==> config.mk <==
export PLATFORM = sky130hd
export DESIGN_NAME = lcd1602_bus_monitor
export DESIGN_NICKNAME = d
export VERILOG_FILES = /design/src/rtl/lcd1602_bus_monitor.sv
export SDC_FILE = /design/constraint.sdc
export NUM_CORES = 1
export LEC_CHECK = 0
export CORE_ASPECT_RATIO = 1.4
export CORE_MARGIN = 5
export CORE_UTILIZATION = 53
export DETAILED_ROUTE_END_ITERATION = 6
export PLACE_DENSITY = 0.85
export SYNTH_ARGS = -nofsm -noshare
export SYNTH_HDL_FRONTEND = slang
export SYNTH_SLANG_ARGS = --single-unit
==> constraint.sdc <==
create_clock -name clk -period 3.9 [get_ports clk]
set_clock_uncertainty 0.15 [all_clocks]
set_input_delay 0.39 -clock clk [delete_from_list [all_inputs] [get_ports clk]]
set_output_delay 0.39 -clock clk [all_outputs]
set_load 0.005 [all_outputs]
==> src/rtl/lcd1602_bus_monitor.sv <==
// lcd1602_bus_monitor: HD44780/LCD1602 bus receiver keeping a 2x16 shadow DDRAM.
// Define LCD_MON_READ_EN to answer bus reads on lcd_rd_data; without it reads only raise err_read.
module lcd1602_bus_monitor #(
   parameter int SYNC_STAGES = 2,
   parameter int CLEAR_CELLS = 32
) (
   input  logic         clk,
   input  logic         rst,
   input  logic         lcd_en,
   input  logic         lcd_rs,
   input  logic         lcd_rw,
   input  logic [7:0]   lcd_data,
   output logic [127:0] row_1,
   output logic [127:0] row_2,
   output logic [6:0]   ddram_addr,
   output logic         disp_on,
   output logic         two_line,
   output logic         busy,
   output logic         xfer_strobe,
   output logic         xfer_rs,
   output logic [7:0]   xfer_byte,
   output logic         err_overrun,
   output logic         err_addr,
`ifdef LCD_MON_READ_EN
   output logic [7:0]   lcd_rd_data,
`endif
   output logic         err_read
);
   localparam int CW = $clog2(CLEAR_CELLS + 1);

   typedef enum logic {IDLE, CLEAR} state_t;

   state_t        state;
   logic [10:0]   sync_q [SYNC_STAGES];
   logic          en_prev;
   logic          en_s, rs_s, rw_s, fall;
   logic [7:0]    data_s;
   logic [7:0]    cells [32];
   logic          inc;
   logic [CW-1:0] clr_cnt;
   logic          vis;
   logic [4:0]    idx;

   assign en_s   = sync_q[SYNC_STAGES-1][10];
   assign rs_s   = sync_q[SYNC_STAGES-1][9];
   assign rw_s   = sync_q[SYNC_STAGES-1][8];
   assign data_s = sync_q[SYNC_STAGES-1][7:0];
   assign fall   = en_prev & ~en_s;
   assign vis    = ddram_addr[5:4] == 2'b00;
   assign idx    = {ddram_addr[6], ddram_addr[3:0]};

   for (genvar i = 0; i < 16; i++) begin : g_row
      assign row_1[127-8*i -: 8] = cells[i];
      assign row_2[127-8*i -: 8] = cells[16+i];
   end

   // HD44780 address counter step, wrapping between the two 40-cell lines.
   function automatic logic [6:0] ac_next(input logic [6:0] a, input logic up);
      return up ? (a == 7'h27 ? 7'h40 : a == 7'h67 ? 7'h00 : a + 7'd1)
                : (a == 7'h00 ? 7'h67 : a == 7'h40 ? 7'h27 : a - 7'd1);
   endfunction

   // Bus synchronizer; the last stage feeds both the edge detector and the sampled fields.
   always_ff @(posedge clk) begin
      if (!rst) begin
         for (int s = 0; s < SYNC_STAGES; s++) sync_q[s] <= '0;
         en_prev <= 1'b0;
      end else begin
         sync_q[0] <= {lcd_en, lcd_rs, lcd_rw, lcd_data};
         for (int s = 1; s < SYNC_STAGES; s++) sync_q[s] <= sync_q[s-1];
         en_prev <= en_s;
      end
   end

   // Transfer decoder and clear sequencer.
   always_ff @(posedge clk) begin
      if (!rst) begin
         state       <= IDLE;
         for (int c = 0; c < 32; c++) cells[c] <= 8'h20;
         ddram_addr  <= '0;
         inc         <= 1'b1;
         disp_on     <= 1'b0;
         two_line    <= 1'b0;
         busy        <= 1'b0;
         xfer_strobe <= 1'b0;
         xfer_rs     <= 1'b0;
         xfer_byte   <= '0;
         err_overrun <= 1'b0;
         err_addr    <= 1'b0;
         err_read    <= 1'b0;
         clr_cnt     <= '0;
      end else begin
         xfer_strobe <= 1'b0;
         if (state == IDLE) begin
            if (fall) begin
               if (rw_s) begin
`ifdef LCD_MON_READ_EN
                  if (rs_s) ddram_addr <= ac_next(ddram_addr, inc);
`else
                  err_read <= 1'b1;
`endif
               end else begin
                  xfer_strobe <= 1'b1;
                  xfer_rs     <= rs_s;
                  xfer_byte   <= data_s;
                  if (rs_s) begin
                     if (vis) cells[idx] <= data_s;
                     ddram_addr <= ac_next(ddram_addr, inc);
                  end else begin
                     casez (data_s)
                        8'b1???????: begin
                           ddram_addr <= data_s[6:0];
                           if (data_s[5:0] > 6'h27) err_addr <= 1'b1;
                        end
                        8'b001?????: two_line   <= data_s[3];
                        8'b00001???: disp_on    <= data_s[2];
                        8'b000001??: inc        <= data_s[1];
                        8'b0000001?: ddram_addr <= '0;
                        8'b00000001: begin
                           state   <= CLEAR;
                           busy    <= 1'b1;
                           clr_cnt <= '0;
                        end
                        default: ;
                     endcase
                  end
               end
            end
         end else begin
            if (fall) err_overrun <= 1'b1;
            if (int'(clr_cnt) < 32) cells[5'(clr_cnt)] <= 8'h20;
            if (clr_cnt == CW'(CLEAR_CELLS - 1)) begin
               state      <= IDLE;
               busy       <= 1'b0;
               ddram_addr <= '0;
               inc        <= 1'b1;
            end else begin
               clr_cnt <= clr_cnt + CW'(1);
            end
         end
      end
   end

`ifdef LCD_MON_READ_EN
   // Read data is driven only while the host holds a read strobe.
   always_comb
      lcd_rd_data = !(en_s && rw_s) ? 8'h00 : !rs_s ? {busy, ddram_addr} : vis ? cells[idx] : 8'h20;
`endif
endmodule

==> metrics.cfg <==
[clock_tree]
tritoncts=yes
worst_setup_hold_path_clk_slew_ps=60
clock_sinks=310
deepest_level_of_the_cts_h_tree=1
post_cts_repair_resize_count=0
numCtsBuffers=28
clkLatencyLatePin_ps=540
clockRootBuffer=clkbuf_16
cts_buffer_depth=3
post_cts_hold_buffer_count=0
cts_post_setup_buffers_inserted=0

[detailed_routing]
wl_met2_mm=18.2
route.vias.total=8888
via_per_inst=5.72
routed_wl_mm=35.7
metal_1_wl_mm=12.1
drc=0
route.top_layer_used=met4
routed_wire_length_per_instance_um=23.0
drtPass1Iterations=6
initial_drc_count=972
ant_nets=0
met3WireLength_mm=3.44

[global_routing]
wire_length_of_the_first_global_routing_pass_mm=52.8
antenna_violations_before_repair=0
gr_util_all_layers_pct=27.5
largest_net_degree_at_the_start_of_global_routing=35
grt.overflow.total=0
grt_pass1_vias=8724

[sta]
timing_hold_violations_final=0
final.setup.worst_slack_ps=648
setup_viol=0
min_period_ps=3250
hold_slack_ps=195
worst-slew-pin-transition_ps=776
grt_setup_unrepaired=false
slew_viol_final=0
fmax_ghz=0.308
timing.setup.tns_ps=0
maxSlewHeadroom_pct=48.2
finalCritPeriodShare_pct=83.4

[logic_synthesis]
synth.distinct_cells=66
synth-edff-count=256
synthFlopType=edfxtp_1
postSynthAreaPerCell_um2=12.7
syn_area_um2=11800
synth-seq-area-share_pct=74.3
ys_ff_latch=310
share_of_async_settable_or_async_resettable_flops_after_synthesis_pct=0
ys.warnings.count=0
syn_nets=945
postSynthCellCount=929

[final_layout]
num_antenna_cells=0
commonest_cells_after_routing_fill_and_taps_aside=290 x clkdlybuf4s50_1, 256 x edfxtp_1, 250 x nor2_1, 58 x nand2_1, 54 x dfxtp_1
fillCellCount=1352
postLayoutCellArea_um2=16100
finish.net_count=1252
layout-drive-gt1-share_pct=9.06
area_growth_from_synthesis_to_layout_pct=36.9
stdcell_count=1555
final_cell_utilization_of_the_core_pct=73.9
layout_commonest_cell=clkdlybuf4s50_1

[run]
drv.max_cap_violation_count=0

[power_and_ir_drop]
total_leakage_power_nw=5.44
irDropWorstVdd_mv=0.388
pwr_density_cell_nw_per_um2=429
p_total_mw=6.93

[worst_setup_path]
ff2ff_path_depth=7
slowest_cell_on_the_critical_path=dfxtp_1
critical_path.max_stage_delay_ps=550
worstReg2RegStart=state$_SDFF_PN0_
worstReg2RegEnd=cells[11][4]$_SDFFCE_PN0P_
endpoint_kind=register
path_cells=and3b_1 -> nand3b_1 -> o31ai_4 -> nand2_1 -> buf_4 -> o21ai_0 -> buf_4
timing.setup.critical_path_class=register to register
worst-path-buf-inv=2
timing.critical_path.from_type=register
worstPathRequired_ps=3990
timing.critical_path.max_delay_family=simple AND/OR/NAND/NOR gates
r2r_setup_slack_ps=650
path_max_fanout=17
critical_path.most_common_cell=buf_4
worst-endpoint-arrival_ps=3340

[status]
outcome=complete, no violations

[placed_design]
detailedPlace.worstSlack_ps=755
io_buffer_count=291
dpl.cell_count=1503
globalplace.congestion=0.895
placed_cell_area_um2=15200
dp_hpwl_mm=25.1

[floorplan]
initial_utilization_pct=54.0
coreArea_um2=21900
fp-row-count=64
die_height_um=187
die-width_um=136
pin_count=292
fp.dieArea_um2=25400

[min_path]
hold_end=inc$_SDFFE_PN1P_
worstHoldStart=rst
hold_path_depth=3
hold_class=input pin to register

[logic make-up (layout without fill, tap and decap cells)]
group,Yosys count,count (layout),share of synthesized area (%)
AOI/OAI and AO/OA,108,108,6.01
and+or+nand+nor,427,427,16.1
xor gates and xnor gates,3,3,0.223
buffers and inverters,75,404,2.78
adders and majority gates,3,3,0.318
DFF,310,310,74.3
muxes,3,3,0.255
[worst max path at each step]
| stage | slack (ps) | from | to | cells past startpoint |
|---|---|---|---|---|
| finish | 650 | state$_SDFF_PN0_ | cells[11][4]$_SDFFCE_PN0P_ | 7 |
| global route | 470 | state$_SDFF_PN0_ | cells[8][2]$_SDFFCE_PN0P_ | 7 |
| CTS | 710 | state$_SDFF_PN0_ | cells[11][4]$_SDFFCE_PN0P_ | 7 |
| detailed placement | 750 | state$_SDFF_PN0_ | cells[11][7]$_SDFFCE_PN0P_ | 7 |
| global placement | 860 | state$_SDFF_PN0_ | cells[11][6]$_SDFFCE_PN0P_ | 7 |
| floorplan | 1150 | rst | cells[12][0]$_SDFFCE_PN0P_ | 7 |
[report_power, final]
group          switching, mW  internal (mW)
clock network           1.17           1.71
registers             0.0523           3.66
logic                  0.153          0.184
[layout make-up]
class	instances	area (um^2)	area share [%]
sequential	310	8770	54.3
timing repair buffer	340	3280	20.3
clock inverter	10	129	0.798
inverter	12	45.0	0.279
tap	297	372	2.30
multi-input combinational	544	2700	16.7
clock buffer	42	856	5.30
[worst reg2reg max path: stages, from the launching register on]
cell and delay, ps:
dfxtp_1 550, and3b_1 540, nand3b_1 230, o31ai_4 190, nand2_1 540, buf_4 390
o21ai_0 180, buf_4 190
[sequential cells by signal, summed over array words and instances (netlist names)]
signal and count:
err_addr 1, disp_on 1, en_prev 1, state 1
inc 1, cells 256, two_line 1, clr_cnt 6
sync_q 22, err_overrun 1, xfer_byte 8, busy 1
err_read 1, xfer_strobe 1, xfer_rs 1, ddram_addr 7
[cells in the mapped netlist (4+ instances only)]
| master | n | area (um^2) |
|---|---|---|
| nand3_1 | 51 | 255 |
| dfxtp_1 | 54 | 1080 |
| nand2b_1 | 4 | 25.0 |
| nor2_1 | 250 | 938 |
| edfxtp_1 | 256 | 7690 |
| a31oi_1 | 4 | 25.0 |
| and2_1 | 23 | 144 |
| nor3_1 | 9 | 45.0 |
| nand2_1 | 58 | 218 |
| inv_1 | 11 | 41.3 |
| buf_1 | 5 | 18.8 |
| o21ai_0 | 46 | 230 |
| a32oi_1 | 4 | 35.0 |
| or3_1 | 6 | 37.5 |
| a21oi_1 | 21 | 105 |
| buf_2 | 13 | 65.1 |
| clkbuf_1 | 40 | 150 |
[routing by layer]
| metal | global-route usage (%) | vias to the layer above |
|---|---|---|
| li1 | - | 3890 |
| met1 | 32.8 | 4279 |
| met2 | 48.1 | 604 |
| met3 | 5.04 | 115 |
| met4 | 12.1 | 0 |
| met5 | 0 | - |
Power figures use the tool's default switching activity.
